`src/rtl/carregador_instrucoes.sv`:
```
// Write-side loader for the instruction memory: parses SYNC/ADDR/LEN/DATA/CHECK frames.
// Optional idle-timeout inside a frame is enabled by defining CARREGADOR_TIMEOUT_EN.
module carregador_instrucoes #(
    parameter int          ADDR_W         = 8,
    parameter int          DATA_W         = 8,
    parameter logic [7:0]  SYNC_BYTE      = 8'hA5,
    parameter int          TIMEOUT_CYCLES = 1024
) (
    input  logic              clock,
    input  logic              reset,
    input  logic [DATA_W-1:0] rx_dado,
    input  logic              rx_valido,
    output logic              rx_pronto,
    output logic              mem_we,
    output logic [ADDR_W-1:0] mem_end,
    output logic [DATA_W-1:0] mem_dado,
    output logic              cpu_hold,
    output logic              carga_ok,
    output logic              carga_erro
);
    typedef enum logic [2:0] {IDLE, ADDR, LEN, DATA, CHECK, OK} estado_t;

    estado_t           estado;
    logic [ADDR_W-1:0] ptr;
    logic [DATA_W:0]   cnt;
    logic [DATA_W-1:0] csum;
    logic              xfer;
`ifdef CARREGADOR_TIMEOUT_EN
    logic [15:0]       ociosos;
`endif

    assign xfer = rx_valido & rx_pronto;

    always_ff @(posedge clock) begin
        if (!reset) begin
            estado     <= IDLE;
            rx_pronto  <= 1'b0;
            mem_we     <= 1'b0;
            mem_end    <= '0;
            mem_dado   <= '0;
            cpu_hold   <= 1'b0;
            carga_ok   <= 1'b0;
            carga_erro <= 1'b0;
            ptr        <= '0;
            cnt        <= '0;
            csum       <= '0;
`ifdef CARREGADOR_TIMEOUT_EN
            ociosos    <= '0;
`endif
        end else begin
            mem_we    <= 1'b0;
            carga_ok  <= 1'b0;
            rx_pronto <= 1'b1;
            case (estado)
                IDLE: if (xfer && rx_dado == DATA_W'(SYNC_BYTE)) begin
                    estado     <= ADDR;
                    carga_erro <= 1'b0;
                    csum       <= '0;
                    cpu_hold   <= 1'b1;
                end
                ADDR: if (xfer) begin
                    ptr    <= ADDR_W'(rx_dado);
                    csum   <= csum ^ rx_dado;
                    estado <= LEN;
                end
                LEN: if (xfer) begin
                    // A zero length encodes a full 2**DATA_W byte block
                    cnt    <= (rx_dado == '0) ? (DATA_W+1)'(1 << DATA_W) : {1'b0, rx_dado};
                    csum   <= csum ^ rx_dado;
                    estado <= DATA;
                end
                DATA: if (xfer) begin
                    mem_we   <= 1'b1;
                    mem_end  <= ptr;
                    mem_dado <= rx_dado;
                    ptr      <= ptr + 1'b1;
                    csum     <= csum ^ rx_dado;
                    cnt      <= cnt - 1'b1;
                    if (cnt == (DATA_W+1)'(1))
                        estado <= CHECK;
                end
                CHECK: if (xfer) begin
                    cpu_hold <= 1'b0;
                    if (rx_dado == csum) begin
                        estado    <= OK;
                        carga_ok  <= 1'b1;
                        rx_pronto <= 1'b0;
                    end else begin
                        estado     <= IDLE;
                        carga_erro <= 1'b1;
                    end
                end
                OK:      estado <= IDLE;
                default: estado <= IDLE;
            endcase
`ifdef CARREGADOR_TIMEOUT_EN
            // Idle counter only matters mid-frame; any accepted byte restarts it
            if (estado == IDLE || estado == OK || xfer) begin
                ociosos <= '0;
            end else if (ociosos == 16'(TIMEOUT_CYCLES - 1)) begin
                ociosos    <= '0;
                estado     <= IDLE;
                carga_erro <= 1'b1;
                cpu_hold   <= 1'b0;
            end else begin
                ociosos <= ociosos + 1'b1;
            end
`endif
        end
    end
endmodule
```
`config.mk`:
```
export PLATFORM = sky130hd
export DESIGN_NAME = carregador_instrucoes
export DESIGN_NICKNAME = d
export VERILOG_FILES = /design/src/rtl/carregador_instrucoes.sv
export SDC_FILE = /design/constraint.sdc
export NUM_CORES = 1
export LEC_CHECK = 0
export ABC_AREA = 1
export CAP_MARGIN = 10
export CORE_UTILIZATION = 40
export DETAILED_ROUTE_END_ITERATION = 16
export REMOVE_ABC_BUFFERS = 1
export SLEW_MARGIN = 20
export SYNTH_ARGS = -nofsm -noshare
export SYNTH_HDL_FRONTEND = slang
export SYNTH_SLANG_ARGS = --single-unit
```
`constraint.sdc`:
```
create_clock -name clock -period 2.8 [get_ports clock]
set_input_delay 0.56 -clock clock [delete_from_list [all_inputs] [get_ports clock]]
set_output_delay 0.56 -clock clock [all_outputs]
set_load 0.02 [all_outputs]
```
==> flow_metrics.env, run 1 <==
export IMPL_outcome="finished clean"
export IMPL_clock_sinks=49
export IMPL_power_density_nw_per_um2=636
export IMPL_final_area_um2=2930
export IMPL_io_buffers=31
export IMPL_hold_viol_final=0
export IMPL_comb_power_share_pct=32.6
export IMPL_crit_top_cell="nor2_1"
export IMPL_worstPathCellList="clkdlybuf4s50_1 -> nand2_1 -> nor2_1 -> nand4_2 -> nand2_2 -> inv_2 -> nor2_1 -> nor2_1"
export IMPL_p_switching_w=0.000700
export IMPL_maxCapViolCount=0
export IMPL_critical_path_class="in2reg"
export IMPL_cts_hold_buf=0
export IMPL_post_route_min_period_ns=1.89
export IMPL_worstPathRequired_ns=3.00
export IMPL_start_kind="primary input"
export IMPL_cp_startpoint="rx_dado[5]"
export IMPL_coreArea_um2=5960
export IMPL_yosys_warnings=0
export IMPL_fmaxAchievable_mhz=530
export IMPL_grt_max_degree=42
export IMPL_slew_violations=0
export IMPL_n_antenna_cell=0
export IMPL_fin_crit_sh_pct=67.4
export IMPL_synth_cell_types=33
export IMPL_leakagePower_nw=1.33
export IMPL_cts_tree="built"
export IMPL_holdCritPathClass="reg2reg"
export IMPL_die_area_um2=6510
export IMPL_drive_gt1_share_pct=5.25
export IMPL_hold_path_startpoint="carga_erro"
export IMPL_total_power_w=0.00186
export IMPL_rr_endpoint="mem_dado[6]"
export IMPL_drc=0
export IMPL_dp_hpwl_mm=4.39
export IMPL_rows=28
export IMPL_ant_nets=0
export IMPL_syn_avg_cell_area_um2=6.69
export IMPL_grt_total_usage_pct=20.6
export IMPL_seq_area_frac_synth_pct=39.6
export IMPL_maxSlewHeadroom_pct=66.5
export IMPL_slowest_stage="clkdlybuf4s50_1"
export IMPL_critical_path_max_fanout=9
export IMPL_area_growth_pct=18.3
export IMPL_die_x_um=80.7
export IMPL_rsz0062_at_grt="false"
export IMPL_io_pins=32
export IMPL_fin_util_pct=49.2
export IMPL_drtPass1Iterations=5
export IMPL_clkSlewWorstSetupHoldPaths_ns=0.08
export IMPL_min_path_cells=2
export IMPL_grt_pass1_wl_mm=10.1
export IMPL_floorplan_initialDensity_pct=41.6
export IMPL_viasPerCell=5.02
export IMPL_holdPathEnd="carga_erro"
export IMPL_drtIter0Drc=100
export IMPL_ir_drop_v=0.000266
export IMPL_antenna_found_initial=0
export IMPL_rr_worst_depth=7
export IMPL_routed_wl_mm=6.08
export IMPL_gp_congestion=0.845
export IMPL_die_h_um=80.7
export IMPL_clkPwrFrac_pct=23.0
export IMPL_clkLatencyLatePin_ns=0.30
export IMPL_placed_area_um2=2840
export IMPL_cts_buffers=5
export IMPL_endpoint_kind="flip-flop"
export IMPL_critPathArrivalTime_ns=2.09
export IMPL_seqPwrFrac_pct=44.4
export IMPL_grt_pass1_vias=2200
export IMPL_routedWlPerCell_um=12.8
export IMPL_fin_skew_ns=0.00726
export IMPL_cts_root_buf="clkbuf_8"
export IMPL_tightest_slew_ns=0.502
export IMPL_ys_seq_elements=49
export IMPL_clock_tree_buffer_depth=2
export IMPL_via_count=2385
export IMPL_max_stage_delay_ns=0.61
export IMPL_reg2reg_slack_ns=1.09
export IMPL_synth_area_um2=2480
export IMPL_grt_overflow=0
export IMPL_internal_power_w=0.00116
export IMPL_cts_repair_resized=0
export IMPL_r2r_start="estado[2]"
export IMPL_switching_share_pct=37.5
export IMPL_setup_viol=0
export IMPL_cts_setup_buffers=0
export IMPL_fin_nets=414
export IMPL_synthCells=370
export IMPL_setup_tns_ns=0
export IMPL_cts_max_level=2
[flip-flops by register name, indices dropped and copies added (netlist names)]
name,flops
cpu_hold,1
rx_pronto,1
mem_we,1
ptr,8
mem_dado,8
carga_ok,1
csum,8
carga_erro,1
mem_end,8
estado,3
cnt,9
[Yosys cell counts, drive strengths merged]
master | n | area (um2)
nand3b | 1 | 7.51
o21bai | 1 | 7.51
nand4 | 8 | 56.3
a21oi | 20 | 100
xor2 | 6 | 52.6
nand3 | 12 | 60.1
o21ai | 45 | 225
buf | 7 | 40.0
nor3 | 4 | 25.0
or2 | 1 | 6.26
inv | 47 | 181
a211oi | 2 | 20.0
xnor2 | 1 | 8.76
nand2 | 80 | 313
clkbuf | 3 | 11.3
a31oi | 9 | 56.3
nor2 | 67 | 256
dfxtp | 49 | 981
o21a | 1 | 7.51
ha | 3 | 37.5
o211ai | 1 | 7.51
a22oi | 2 | 15.0
[stage by stage]
stage	hold WS (ns)	setup WS (ns)	cells
after floorplan	0.448	1.19	360
after global placement	0.439	0.644	468
after detailed placement	0.442	0.617	468
after CTS	0.455	0.940	475
after global routing	0.480	0.786	475
final	0.452	0.912	475
[cell families after synthesis]
| logic type | Yosys count | share of synthesized area, % |
|---|---|---|
| XOR/XNOR | 7 | 2.48 |
| buffers and inverters | 57 | 9.40 |
| adder cells (fa/ha/maj) | 3 | 1.52 |
| AO/OA/AOI/OAI | 81 | 17.7 |
| flip-flops | 49 | 39.6 |
| AND/OR/NAND/NOR | 173 | 29.3 |
[worst max-delay path: cells and delay by family]
kind | cells | cell delay [ns]
AND/OR/NAND/NOR | 6 | 0.83
buffers and inverters | 2 | 0.70
[per-layer routing]
metal | global-route usage, % | share of wire (%)
met5 | 0 | 0
met4 | 7.32 | 0.66
met2 | 34.0 | 45
met1 | 26.8 | 50
met3 | 3.41 | 4.0
[power groups by stage]
stage          clock, W  sequential, W  combinational [W]
6_report       0.000429       0.000828           0.000607
5_1_grt        0.000467       0.000837           0.000703
4_1_cts        0.000446       0.000827           0.000606
3_5_place_dp          0       0.000842           0.000604
3_3_place_gp          0       0.000844           0.000597
2_1_floorplan         0       0.000840           0.000440
[cell usage in the layout (no fill, tap or decap)]
| cell | synthesis | layout |
|---|---|---|
| nand2_2 | 2 | 2 |
| inv_1 | 43 | 43 |
| clkbuf_8 | 0 | 6 |
| inv_4 | 2 | 2 |
| nand4_1 | 7 | 7 |
| nor2_2 | 2 | 2 |
| clkbuf_1 | 3 | 1 |
| or2_2 | 1 | 1 |
| dfxtp_1 | 49 | 49 |
| xnor2_1 | 1 | 1 |
| o21a_1 | 1 | 1 |
| nor3_1 | 3 | 3 |
| nand4_2 | 1 | 1 |
| ha_1 | 3 | 3 |
| inv_2 | 2 | 2 |
| o21ai_0 | 40 | 40 |
| nand2_1 | 77 | 77 |
| clkdlybuf4s50_1 | 0 | 31 |
| o21ai_1 | 5 | 5 |
| a22oi_1 | 2 | 2 |
| a211oi_2 | 1 | 1 |
| xor2_1 | 6 | 6 |
| buf_4 | 0 | 2 |
| nand3_1 | 12 | 12 |
| o21bai_1 | 1 | 1 |
| a31oi_1 | 9 | 9 |
| nand2_4 | 1 | 1 |
| nand3b_1 | 1 | 1 |
| a211oi_1 | 1 | 1 |
| nor2_1 | 65 | 65 |
| a21oi_1 | 20 | 20 |
| o211ai_1 | 1 | 1 |
| nor3_2 | 1 | 1 |
[worst max-delay path by stage]
| stage | to | slack [ns] | cells after the start |
|---|---|---|---|
| 2_1_floorplan | cnt[8] | 1.19 | 5 |
| 3_3_place_gp | csum[1] | 0.64 | 8 |
| 3_5_place_dp | csum[1] | 0.62 | 8 |
| 4_1_cts | csum[1] | 0.94 | 8 |
| 5_1_grt | csum[7] | 0.79 | 8 |
| 6_report | csum[1] | 0.91 | 8 |
[cell type report]
type                            instances  area (um2)
Fill cell                             619        3030
Multi-Input combinational cell        264        1260
Sequential cell                        49         981
Timing Repair Buffer                   33         325
Inverter                               47         181
Tap cell                               75        93.8
Clock buffer                            7        86.3
Power figures use the tool's default switching activity.
==> run 2, diff against run 1 <==
- clock period: 2.8 -> 1.95 ns (I/O delays scaled with it)
==> flow_metrics.env, run 2 (synthesized netlist as in run 1, its figures left out) <==
export IMPL_outcome="finished clean"
export IMPL_fin_skew_ns=0.00659
export IMPL_grt_pass1_vias=2261
export IMPL_power_density_nw_per_um2=918
export IMPL_drtPass1Iterations=4
export IMPL_rr_endpoint="mem_dado[6]"
export IMPL_die_h_um=80.7
export IMPL_multi_input_area_um2=1260
export IMPL_via_count=2450
export IMPL_cts_setup_buffers=0
export IMPL_largest_register="cnt"
export IMPL_slew_violations=0
export IMPL_setup_viol=0
export IMPL_holdCritPathClass="reg2reg"
export IMPL_ir_drop_v=0.000419
export IMPL_routed_wl_mm=6.14
export IMPL_rows=28
export IMPL_clock_tree_buffer_depth=2
export IMPL_cts_max_level=2
export IMPL_gp_congestion=0.834
export IMPL_grt_total_usage_pct=20.9
export IMPL_critical_path_class="reg2out"
export IMPL_max_stage_delay_ns=0.62
export IMPL_top_layer="met4"
export IMPL_io_pins=32
export IMPL_coreArea_um2=5960
export IMPL_met3_length_um=211
export IMPL_slowest_stage="clkdlybuf4s50_1"
export IMPL_n_antenna_cell=0
export IMPL_floorplan_initialDensity_pct=41.6
export IMPL_post_route_min_period_ns=1.65
export IMPL_stdcell_count=486
export IMPL_setup_worst_path_end="mem_dado[4]"
export IMPL_route_met2_wl_mm=2.82
export IMPL_area_growth_pct=22.9
export IMPL_die_area_um2=6510
export IMPL_viasPerCell=5.04
export IMPL_antenna_found_initial=0
export IMPL_clkLatencyLatePin_ns=0.30
export IMPL_leakagePower_nw=1.39
export IMPL_maxCapViolCount=0
export IMPL_critPathBufInv=1
export IMPL_fin_nets=425
export IMPL_ant_nets=0
export IMPL_routedWlPerCell_um=12.6
export IMPL_cts_repair_resized=0
export IMPL_cts_tree="built"
export IMPL_start_kind="flip-flop"
export IMPL_cpLargestDelayFamily="buffers and inverters"
export IMPL_cts_hold_buf=0
export IMPL_layout_common_cells="nand2_1, nor2_1, dfxtp_1"
export IMPL_drive_gt1_share_pct=8.03
export IMPL_rsz0062_at_grt="false"
export IMPL_cp_depth=1
export IMPL_wl_met1_mm=3.00
export IMPL_grt_max_degree=28
export IMPL_drtIter0Drc=137
export IMPL_tightest_slew_ns=0.410
export IMPL_grt_overflow=0
export IMPL_seq_area_um2=981
export IMPL_clock_sinks=49
export IMPL_reg2reg_slack_ns=0.44
export IMPL_r2r_start="estado[2]"
export IMPL_critPathArrivalTime_ns=1.26
export IMPL_drc=0
export IMPL_hold_viol_final=0
export IMPL_dp_hpwl_mm=4.55
export IMPL_cts_buffers=5
export IMPL_clkSlewWorstSetupHoldPaths_ns=0.08
export IMPL_fmaxAchievable_mhz=604
export IMPL_die_x_um=80.7
export IMPL_rr_worst_depth=7
export IMPL_layout_commonest_cell="nand2_1"
export IMPL_cp_startpoint="mem_dado[4]"
export IMPL_worstPathRequired_ns=1.56
export IMPL_worstPathCellList="clkdlybuf4s50_1"
export IMPL_largest_reg_flops=9
export IMPL_maxSlewHeadroom_pct=72.6
export IMPL_fillers=632
export IMPL_endpoint_kind="primary output"
export IMPL_cts_root_buf="clkbuf_8"
export IMPL_fin_crit_sh_pct=84.9
export IMPL_critical_path_max_fanout=2
export IMPL_grt_pass1_wl_mm=10.3
export IMPL_io_buffers=31
export IMPL_setup_tns_ns=0
export IMPL_place_inst=479
## run 2: cell types whose count changed in the layout (fill, tap and decap cells not counted)
cell,change
buf_12,+1
buf_4,+10
bufinv_16,+1
clkbuf_1,-1
clkbuf_8,-1
clkinv_2,+1
## run 2: how the worst min path moves through the flow
| stage | start | slack (ns) | depth (start not counted) | to |
|---|---|---|---|---|
| after floorplan | ptr[7] | 0.45 | 2 | mem_end[7] |
| after global placement | carga_erro | 0.45 | 2 | carga_erro |
| after detailed placement | carga_erro | 0.44 | 2 | carga_erro |
| after CTS | carga_erro | 0.46 | 2 | carga_erro |
| after global routing | carga_erro | 0.48 | 2 | carga_erro |
| final | carga_erro | 0.45 | 2 | carga_erro |
## run 2: through the flow
stage | power [W] | hold slack [ns] | setup slack [ns] | utilization (%) | instance area [um2]
2_1_floorplan | 0.00184 | 0.448 | 0.427 | - | 2420
3_3_place_gp | 0.00209 | 0.450 | 0.0236 | 49.3 | 2940
3_5_place_dp | 0.00210 | 0.441 | 0.0170 | 49.3 | 2940
4_1_cts | 0.00280 | 0.457 | 0.279 | 51.1 | 3040
5_1_grt | 0.00300 | 0.480 | 0.194 | 51.1 | 3040
6_report | 0.00279 | 0.450 | 0.295 | 51.1 | 3040
## run 2: power by group
group          total, W  internal (W)  switching, W
clock network  0.000712      0.000373      0.000339
registers       0.00119       0.00110     0.0000908
logic          0.000889      0.000311      0.000578
total           0.00279       0.00179       0.00101
## run 2: layer usage
layer,GRT usage (%),vias to the layer above
met1,26.4,1115
met4,7.68,0
met5,0,-
li1,-,1275
met2,34.9,48
met3,3.98,12
## run 2: area by class of cell
type	count	share of cell area [%]
multi-input combinational	264	41.5
sequential	49	32.2
timing repair buffer	44	13.8
inverter	47	5.96
tap	75	3.08
clock buffer	5	2.26
clock inverter	2	1.15
